`config.mk`:
```
export PLATFORM = sky130hd
export DESIGN_NAME = bcd_updown_counter
export DESIGN_NICKNAME = d
export VERILOG_FILES = /design/src/rtl/bcd_updown_counter_pkg.sv /design/src/rtl/bcd_digit.sv /design/src/rtl/bcd_updown_counter.sv
export SDC_FILE = /design/constraint.sdc
export NUM_CORES = 1
export LEC_CHECK = 0
export ABC_AREA = 1
export CAP_MARGIN = 25
export CELL_PAD_IN_SITES_DETAIL_PLACEMENT = 0
export CELL_PAD_IN_SITES_GLOBAL_PLACEMENT = 1
export CORE_MARGIN = 5
export CORE_UTILIZATION = 29
export CTS_CLUSTER_SIZE = 40
export DETAILED_ROUTE_END_ITERATION = 16
export PLACE_DENSITY = 0.72
export SLEW_MARGIN = 20
export SYNTH_ARGS = -nofsm -noshare
export SYNTH_HDL_FRONTEND = slang
export SYNTH_SLANG_ARGS = --single-unit
```
`constraint.sdc`:
```
create_clock -name clk -period 1.4 [get_ports clk]
set_input_delay 0.14 -clock clk [delete_from_list [all_inputs] [get_ports clk]]
set_output_delay 0.14 -clock clk [all_outputs]
set_load 0.005 [all_outputs]
```
`src/rtl/bcd_updown_counter_pkg.sv`:
```
// Shared BCD digit width, limits and digit helpers for the up/down counter.
package bcd_updown_counter_pkg;

  localparam int unsigned BCD_W = 4;
  localparam logic [BCD_W-1:0] BCD_MAX = 4'd9;
  localparam logic [BCD_W-1:0] BCD_MIN = 4'd0;

  function automatic logic is_bcd(input logic [BCD_W-1:0] d);
    return d <= BCD_MAX;
  endfunction

  // Illegal codes 10..15 are replaced by zero so the count stays a legal decade.
  function automatic logic [BCD_W-1:0] bcd_sanitize(input logic [BCD_W-1:0] d);
    return is_bcd(d) ? d : BCD_MIN;
  endfunction

endpackage

```
`src/rtl/bcd_digit.sv`:
```
// One BCD decade register with load, step and a carry/borrow-out.
module bcd_digit
  import bcd_updown_counter_pkg::*;
(
  input  logic             clk,
  input  logic             resetn,
  input  logic             ld,
  input  logic [BCD_W-1:0] ld_d,
  input  logic             step,
  input  logic             up,
  output logic [BCD_W-1:0] q,
  output logic             co
);

  logic [BCD_W-1:0] q_next;

  // Load wins over step; stepping wraps 9->0 going up and 0->9 going down.
  always_comb begin
    q_next = q;
    if (ld) begin
      q_next = bcd_sanitize(ld_d);
    end else if (step) begin
      if (up) begin
        q_next = (q == BCD_MAX) ? BCD_MIN : q + BCD_W'(1);
      end else begin
        q_next = (q == BCD_MIN) ? BCD_MAX : q - BCD_W'(1);
      end
    end
  end

  always_ff @(posedge clk or negedge resetn) begin
    if (!resetn) begin
      q <= BCD_MIN;
    end else begin
      q <= q_next;
    end
  end

  assign co = step & (up ? (q == BCD_MAX) : (q == BCD_MIN));

endmodule

```
`src/rtl/bcd_updown_counter.sv`:
```
// Multi-decade BCD up/down counter with parallel load, terminal count and wrap pulse.
module bcd_updown_counter
  import bcd_updown_counter_pkg::*;
#(
  parameter int unsigned DIGITS = 2
)
(
  input  logic                    clk,
  input  logic                    resetn,
  input  logic                    en,
  input  logic                    up,
  input  logic                    load,
  input  logic [BCD_W*DIGITS-1:0] load_val,
  output logic [BCD_W*DIGITS-1:0] count,
  output logic                    tc,
  output logic                    wrap,
  output logic                    load_err
);

  logic [DIGITS-1:0] step;
  logic [DIGITS-1:0] co;
  logic              any_bad;

  // Ripple the enable through the decades: a digit steps only when all lower ones roll over.
  for (genvar i = 0; i < DIGITS; i++) begin : g_digit
    if (i == 0) begin : g_lsd
      assign step[i] = en;
    end else begin : g_upper
      assign step[i] = co[i-1];
    end

    bcd_digit u_digit (
      .clk    (clk),
      .resetn (resetn),
      .ld     (load),
      .ld_d   (load_val[BCD_W*i +: BCD_W]),
      .step   (step[i]),
      .up     (up),
      .q      (count[BCD_W*i +: BCD_W]),
      .co     (co[i])
    );
  end

  always_comb begin
    any_bad = 1'b0;
    for (int unsigned d = 0; d < DIGITS; d++) begin
      if (!is_bcd(load_val[BCD_W*d +: BCD_W])) begin
        any_bad = 1'b1;
      end
    end
  end

  // Carry out of the top decade means this enabled step wraps; load masks it.
  assign tc = co[DIGITS-1] & ~load;

  always_ff @(posedge clk or negedge resetn) begin
    if (!resetn) begin
      wrap     <= 1'b0;
      load_err <= 1'b0;
    end else if (load) begin
      wrap     <= 1'b0;
      load_err <= any_bad;
    end else begin
      wrap     <= tc;
    end
  end

endmodule

```
# ---- Word-level counts from Yosys, hierarchy flattened
# Cells that the tools add are included.
# Widths: inputs -> output; s select.
dict set report totals {
  ff_bits 10
  in_bits 13
  output_inout_bits 11
}
dict set report classes {
  n_addsub 4
  n_lt_le_gt_ge 2
  n_eq_ne 2
  n_mux 17
  bitwise_logic 4
  n_reduce_logical 4
}
# operator n
set ops {}
lappend ops {{$mux 4} 12}
lappend ops {{$add 4x1->4 const B} 2}
lappend ops {{$eq 4x4->1 const B} 2}
lappend ops {{$le 4x4->1 const B} 2}
lappend ops {{$logic_not 4->1} 2}
lappend ops {{$sub 4x1->4 const B} 2}
lappend ops {{$mux 1} 5}
lappend ops {{$reduce_bool 2->1} 2}
lappend ops {{$and 1x1->1} 3}
lappend ops {{$not 1->1} 1}

# ---- Depth between registers and ports, before layout
# Gate-level depths: netlist of the first run.
dict set report logic_depth {
  word_depth 6
  ltp_mapped 10
}

# ---- Hierarchy
# From an unflattened synthesis of the first run, not the netlist that was laid out.
dict set report unflattened {
  hier_cells 131
  hier_area_um2 844.6
}
# module instances cells_per_inst area_each_um2 seq_area_each_um2
set modules_own_cells {}
lappend modules_own_cells {bcd_digit 2 60 379.1 100.1}
lappend modules_own_cells {bcd_updown_counter 1 11 86.3 50.0}

# ---- Worst setup path after synthesis of the first run
# OpenSTA, ideal clock, no wires.
dict set report synth_timing {
  path_type {reg-to-output}
  startpoint {reg g_digit[0].u_digit.q[1]}
  endpoint {out tc}
  arrival_time_ps 1100
  required_time_ps 1260
  setup_slack_ps 160
  path_stages_with_launch 6
  path_buffers 0
  cell_sequence {dfrtp_1 -> nor2_4 -> nand3_2 -> a21oi_2 -> nand2_2 -> nor3_1}
}
dict set report synth_between {
  elab_chain_cells 5
  elab_cells_between_ends 6
}
# element line
set synth_rtl {}
lappend synth_rtl {{start, declared} bcd_digit.sv:11} ;# output logic [BCD_W-1:0] q,
lappend synth_rtl {{start signal, assigned} bcd_digit.sv:35} ;# q <= q_next;
lappend synth_rtl {{$eq 4x4->1 or $logic_not 4->1 (tied branches)} bcd_digit.sv:39} ;# assign co = step & (up ? (q == BCD_MAX) : (q == BCD_MIN));
lappend synth_rtl {{$mux 1 *} bcd_digit.sv:39}
lappend synth_rtl {{$and 1x1->1 * (2 in a row)} bcd_digit.sv:39}
lappend synth_rtl {{$and 1x1->1 *} bcd_updown_counter.sv:54} ;# assign tc = co[DIGITS-1] & ~load;
lappend synth_rtl {{end, declared} bcd_updown_counter.sv:15} ;# output logic tc,
# Mark *: on every way between the ends. The rest lies on a longest branch, timed or not.

# ---- Worst setup path in the final report of the first run
# Same ends and word-level chain as after synthesis.

==> out/results.tsv, run 1 <==
stage	metric	value	unit
run_status	run status	complete, but fails checks	
run_status	failing checks	negative setup slack	
clocking	CTS clock-pin slew for the worst setup and hold paths	0.07	ns
setup_path	max incr delay on CP	0.42	ns
routing	DRC Markers	0	
floorplanning	Die Footprint	4010	sq um
routing	vias per std cell	4.83	
synth	number of synthesized flops with an enable pin	0	
clocking	H-tree levels	1	
finish	fin nets	213	
clocking	CTS tree	yes	
setup_path	Crit path max-delay family	simple AND/OR/NAND/NOR gates	
finish	share of cells above drive strength 1	36.4	%
sta	RSZ-0062 raised after global routing	true	
placement	GPL Wtd Cong	0.870	
synth	register area share after synthesis	30.3	%
sta	final worst path period need	1.59	ns
sta	period utilisation layout	114	%
synth	Syn Nets	146	
finish	final instance area	1480	sq um
sta	Setup violations, final	2	
finish	fill count	263	
sta	Slew Limit Fails	0	
sta	FMAX	627	MHz
global_route	first-pass GRT wire length	4.45	mm
routing	First-pass DRT Iterations	4	
setup_path	Worst Setup End Kind	primary output	
synth	cells after synthesis	133	
placement	hpwl dp	2.07	mm
clocking	clock latency on the worst-skew pair	0.26	ns
finish	Final Non-Filler Cells	229	
global_route	largest net degree at the start of global routing	13	
setup_path	Crit path required time	1.26	ns
routing	DR vias	1105	
setup_path	crit path cell chain	nor2_4, nand3_2, a21oi_2, nand2_2, nor3_4, buf_2	
clocking	hold buffers post-CTS	0	
sta	Final Hold Vio Count	0	
synth	post-synthesis cell type count	22	
finish	multi-input logic area	557	sq um
routing	Routed WL	2.76	mm
floorplanning	# rows	19	
floorplanning	Die Y-Extent	63.3	microns
global_route	grt total ovfl	0	
setup_path	Buf/Inv on CP	1	
synth	FF+latch count, synth	10	
finish	commonest non-fill, non-tap cell in the layout	nand2_1	
floorplanning	die width	63.3	microns
clocking	root buffer cell	clkbuf_4	
finish	Area growth syn-to-layout	79.5	%
sta	worst setup margin	-0.194	ns
sta	max_slew headroom	68.2	%
finish	ANT cells	0	
floorplanning	total core area	2730	sq um
synth	asr flop ratio synth	100	%
routing	post-route ant nets	0	
power	maximum VDD drop	0.591	mV
floorplanning	# IOs	24	
placement	DP Area	1320	sq um
clocking	cts bufs inserted	3	
power	Leak Pwr	0.818	nW
synth	main flop type after synthesis	dfrtp_1	
global_route	vias in the first global route	1070	
synth	Avg Synthesized Cell Area	6.20	sq um
worst_hold_path	worst min-delay path class	in -> async	
clocking	clk buf depth	2	
sta	Worst-Margin Slew	0.475	ns
synth	Yosys Warn Count	0	
routing	DR iter-0 viols	37	
floorplanning	initial core utilization	30.2	%
power	Pwr per Cell Area	908	nW/um^2
placement	# placed instances	216	
setup_path	CP startpoint kind	register	
setup_path	Setup Crit Path Kind	reg -> out	
setup_path	CP max stage cell	dfrtp_1	
global_route	initial antenna violation count	0	
routing	wire per inst	12.0	microns
setup_path	Max FO, Critical Path	3	
finish	commonest non-fill, non-tap cells in the layout	nand2_1, buf_4, nand3_1	
sta	Total Neg Setup Slack	-0.194	ns
placement	# port buffers	23	
setup_path	CP Data Arrival Time	1.45	ns
sta	clk_skew	0.00488	ns
power	Tot Pwr	1.34	mW
finish	Storage cell area	253	sq um
flow_run	max cap viols	0	
synth	Post-Syn Area	825	sq um
clocking	# clock sinks	10	
global_route	GRT Total Usage	13.4	%
## logic make-up after synthesis
group	after synthesis	share of synthesized area, %
flip-flops	10	30.3
AO/OA/AOI/OAI	19	14.3
buffers and inverters	17	7.89
AND/OR/NAND/NOR	87	47.5
## routing by layer
metal	up-vias	GRT usage (%)	routed length [microns]
met4	0	5.45	67
met1	500	17.6	1270
met5	-	0	0
met2	31	22.2	1300
li1	566	-	-
met3	8	1.42	117
## per-stage QoR
step / hold WS (ns) / utilization (%) / worst slack [ns]
finish: 0.200 / 54.1 / -0.194
global route: 0.245 / 54.1 / -0.276
CTS: 0.212 / 51.7 / -0.237
detailed placement: 0.496 / 48.2 / -0.511
global placement: 0.500 / 48.2 / -0.437
floorplan: -0.156 / - / 0.160
## power by group
part | switching (mW) | total [mW] | internal (mW)
Sequential | 0.0481 | 0.379 | 0.331
Clock | 0.0950 | 0.194 | 0.0991
Combinational | 0.364 | 0.770 | 0.407
## synth_stat cells, types with 2 or more instances
cell type	number	area [sq um]
dfrtp_1	10	250
nand2_2	3	18.8
nand3_1	19	95.1
a21oi_1	2	10.0
o21ai_2	2	17.5
nor2_1	10	37.5
o21ai_1	2	10.0
a22oi_1	3	22.5
inv_2	4	15.0
nand2_1	48	180
a31oi_1	3	18.8
inv_1	11	41.3
o21ai_0	6	30.0
nand3_2	2	20.0
## area by class of cell
type                       instances  area share, %
clock buffer                       3           1.52
inverter                          15           3.80
multi-input combinational        106           37.6
sequential                        10           17.1
tap                               31           2.62
timing repair buffer              64           37.4
## what timing repair did
item / CTS / global route
setup buffers: 7 / 3
pin swaps: 3 / 3
endpoints found under the setup margin: 8 / 12
gates resized for setup: 14 / 17
hold endpoints to repair: 0 / 0
## final timing paths
| check | from | endpoint | slack [ns] | cells past startpoint |
|---|---|---|---|---|
| max in group asynchronous | resetn | g_digit[0].u_digit.q[0] | 0.85 | 1 |
| worst min register to register | load_err | load_err | 0.54 | 2 |
| worst min-delay path | resetn | g_digit[0].u_digit.q[3] | 0.20 | 1 |
| min in group clk | load_val[0] | g_digit[0].u_digit.q[0] | 0.47 | 3 |
| worst max register to register | g_digit[0].u_digit.q[1] | g_digit[1].u_digit.q[1] | 0 | 9 |
| worst max-delay path | g_digit[0].u_digit.q[1] | tc | -0.19 | 6 |
## state kept, by name (all words and copies together), names as in the netlist
register,flops
g_digit.u_digit.q,8
load_err,1
wrap,1
Note: power is estimated with default switching activity, not from simulation.
==> inputs of run 2 (changes only) <==
==> constraint.sdc (replaced) <==
create_clock -name clk -period 1.4 [get_ports clk]
set_input_delay 0.42 -clock clk [delete_from_list [all_inputs] [get_ports clk]]
set_output_delay 0.42 -clock clk [all_outputs]
set_load 0.005 [all_outputs]
==> run 2 against run 1 <==
- the run still ends with negative setup slack left
- first-iteration DRC count fell by 16%
- critical path type unchanged
- hold slack improved by 0.23 ns
- final cell count rose by 0.87%
- setup slack got worse by 0.24 ns
- routed wire length fell by 3.3%
- largest cell class is now buffers
- largest power group unchanged
- sequential power barely moved
- critical path depth fell by 1
==> out/results.tsv, run 2 (same netlist as run 1, synthesis figures left out) <==
stage	metric	value	unit	change
clocking	root buffer cell	clkbuf_4		unchanged
routing	wire per inst	11.5	microns	was 12.0 microns
finish	Area growth syn-to-layout	85.7	%	was 79.5%
placement	dpl ws	-0.952	ns	was -0.511 ns
finish	fill count	252		was 263
finish	Regs by FF count	g_digit.u_digit.q (8), load_err (1), wrap (1)		unchanged
sta	FMAX	544	MHz	was 627 MHz
finish	commonest non-fill, non-tap cells in the layout	nand2_1, buf_4, nand3_1		unchanged
clocking	clock latency on the worst-skew pair	0.27	ns	was 0.26 ns
finish	final instance area	1530	sq um	was 1480 sq um
setup_path	crit path cell chain	buf_6, nor2_2, a21oi_1, nor3_2, buf_2		was nor2_4, nand3_2, a21oi_2, nand2_2, nor3_4, buf_2
floorplanning	Die Footprint	4010	sq um	unchanged
floorplanning	initial core utilization	30.2	%	unchanged
setup_path	Max FO, Critical Path	4		was 3
worst_hold_path	worst min-delay path class	in -> async		unchanged
setup_path	CP Data Arrival Time	1.42	ns	was 1.45 ns
global_route	GRT Total Usage	13.5	%	was 13.4%
placement	# port buffers	23		unchanged
global_route	first-pass GRT wire length	4.52	mm	was 4.45 mm
sta	Slew Limit Fails	0		unchanged
power	Pwr per Cell Area	959	nW/um^2	was 908 nW/um^2
finish	commonest non-fill, non-tap cell in the layout	nand2_1		unchanged
finish	max reg flops	8		unchanged
run_status	run status	complete, but fails checks		unchanged
routing	post-route ant nets	0		unchanged
power	Tot Pwr	1.47	mW	was 1.34 mW
setup_path	Register-to-Register Path Depth	10		was 9
sta	clk_skew	0.00993	ns	was 0.00488 ns
setup_path	Setup Crit Path Kind	reg -> out		unchanged
clocking	clk buf depth	2		unchanged
clocking	CTS tree	yes		unchanged
setup_path	CP startpoint	g_digit[1].u_digit.q[1]		was g_digit[0].u_digit.q[1]
placement	hpwl dp	2.07	mm	about the same
setup_path	FF-to-FF End	g_digit[0].u_digit.q[2]		was g_digit[1].u_digit.q[1]
sta	worst setup margin	-0.437	ns	was -0.194 ns
global_route	vias in the first global route	1030		was 1070
run_status	failing checks	negative setup slack		unchanged
routing	First-pass DRT Iterations	4		unchanged
global_route	initial antenna violation count	0		unchanged
finish	ANT cells	0		unchanged
sta	max_slew headroom	79.7	%	was 68.2%
floorplanning	# IOs	24		unchanged
setup_path	r2r setup slk	-0.03	ns	was 0 ns
floorplanning	die width	63.3	microns	unchanged
global_route	largest net degree at the start of global routing	13		unchanged
setup_path	Buf/Inv on CP	2		was 1
finish	register with the most flip-flops	g_digit.u_digit.q		unchanged
sta	RSZ-0062 raised after global routing	true		unchanged
floorplanning	Die Y-Extent	63.3	microns	unchanged
sta	final worst path period need	1.84	ns	was 1.59 ns
power	Leak Pwr	0.809	nW	was 0.818 nW
finish	fin nets	214		was 213
setup_path	CP startpoint kind	register		unchanged
clocking	CTS clock-pin slew for the worst setup and hold paths	0.08	ns	was 0.07 ns
placement	DP Area	1340	sq um	was 1320 sq um
finish	Core Util, Final	56.0	%	was 54.1%
setup_path	r2r startpoint	g_digit[0].u_digit.q[1]		unchanged
clocking	hold buffers post-CTS	0		unchanged
sta	Final Hold Vio Count	0		unchanged
power	maximum VDD drop	0.601	mV	was 0.591 mV
placement	GPL Wtd Cong	0.803		was 0.870
routing	DRC Markers	0		unchanged
routing	DR iter-0 viols	31		was 37
global_route	grt total ovfl	0		unchanged
sta	Worst-Margin Slew	0.302	ns	was 0.475 ns
setup_path	Crit path max-delay family	flip-flops		was simple AND/OR/NAND/NOR gates
flow_run	max cap viols	0		unchanged
clocking	H-tree levels	1		unchanged
floorplanning	total core area	2730	sq um	unchanged
clocking	cts bufs inserted	3		unchanged
setup_path	max incr delay on CP	0.40	ns	was 0.42 ns
setup_path	CP max stage cell	dfrtp_1		unchanged
setup_path	Crit path required time	0.98	ns	was 1.26 ns
sta	period utilisation layout	131	%	was 114%
routing	DR vias	1105		unchanged
finish	share of cells above drive strength 1	43.5	%	was 36.4%
sta	Setup violations, final	7		was 2
clocking	# clock sinks	10		unchanged
setup_path	Worst Setup End Kind	primary output		unchanged
routing	Routed WL	2.66	mm	was 2.76 mm
floorplanning	# rows	19		unchanged
sta	Total Neg Setup Slack	-0.892	ns	was -0.194 ns
routing	vias per std cell	4.78		was 4.83
run 2: final cells by class:
class | instances | area [sq um] | share of cell area (%)
timing repair buffer | 65 | 574 | 37.5
inverter | 15 | 58.8 | 3.84
clock buffer | 4 | 36.3 | 2.37
tap | 31 | 38.8 | 2.53
multi-input combinational | 106 | 571 | 37.3
sequential | 10 | 253 | 16.5
run 2: routing by layer:
layer	share of wire, %	vias to the layer above	GRT usage [%]	wire (microns)
met5	0	-	0	0
met4	0.64	0	3.12	17
met3	3.6	2	2.31	97
met2	49	23	22.0	1290
met1	47	509	18.4	1260
li1	-	571	-	-
run 2: metrics by stage:
stage               hold slack, ns  std cells
finish                       0.435        231
global route                 0.444        231
CTS                          0.437        228
detailed placement           0.552        218
global placement             0.526        218
floorplan                    0.124        133
run 2: where the power goes:
group	internal, mW	total, mW	switching, mW
Combinational	0.441	0.827	0.387
Sequential	0.331	0.377	0.0452
Clock	0.158	0.265	0.108
run 2: worst register-to-register path: stages (launching register included):
cell	delay (ns)
dfrtp_1	0.43
buf_4	0.15
buf_4	0.13
buf_6	0.11
nand2_4	0.06
inv_2	0.05
nand2_2	0.05
nand3_1	0.06
o21ai_1	0.09
nand2_1	0.10
a22oi_2	0.14
run 2: worst max-delay path by stage:
stage               to  slack, ns  cells after the start
floorplan           tc      -0.06                      5
global placement    tc      -0.93                      6
detailed placement  tc      -0.95                      6
CTS                 tc      -0.50                      6
global route        tc      -0.54                      6
finish              tc      -0.44                      5
run 2: what timing repair did:
item / in CTS / in global routing
pin swaps: 1 / 14
gates resized for setup: 52 / 27
setup endpoints to repair: 18 / 16
setup buffers: 7 / 6
gates cloned: 0 / 0
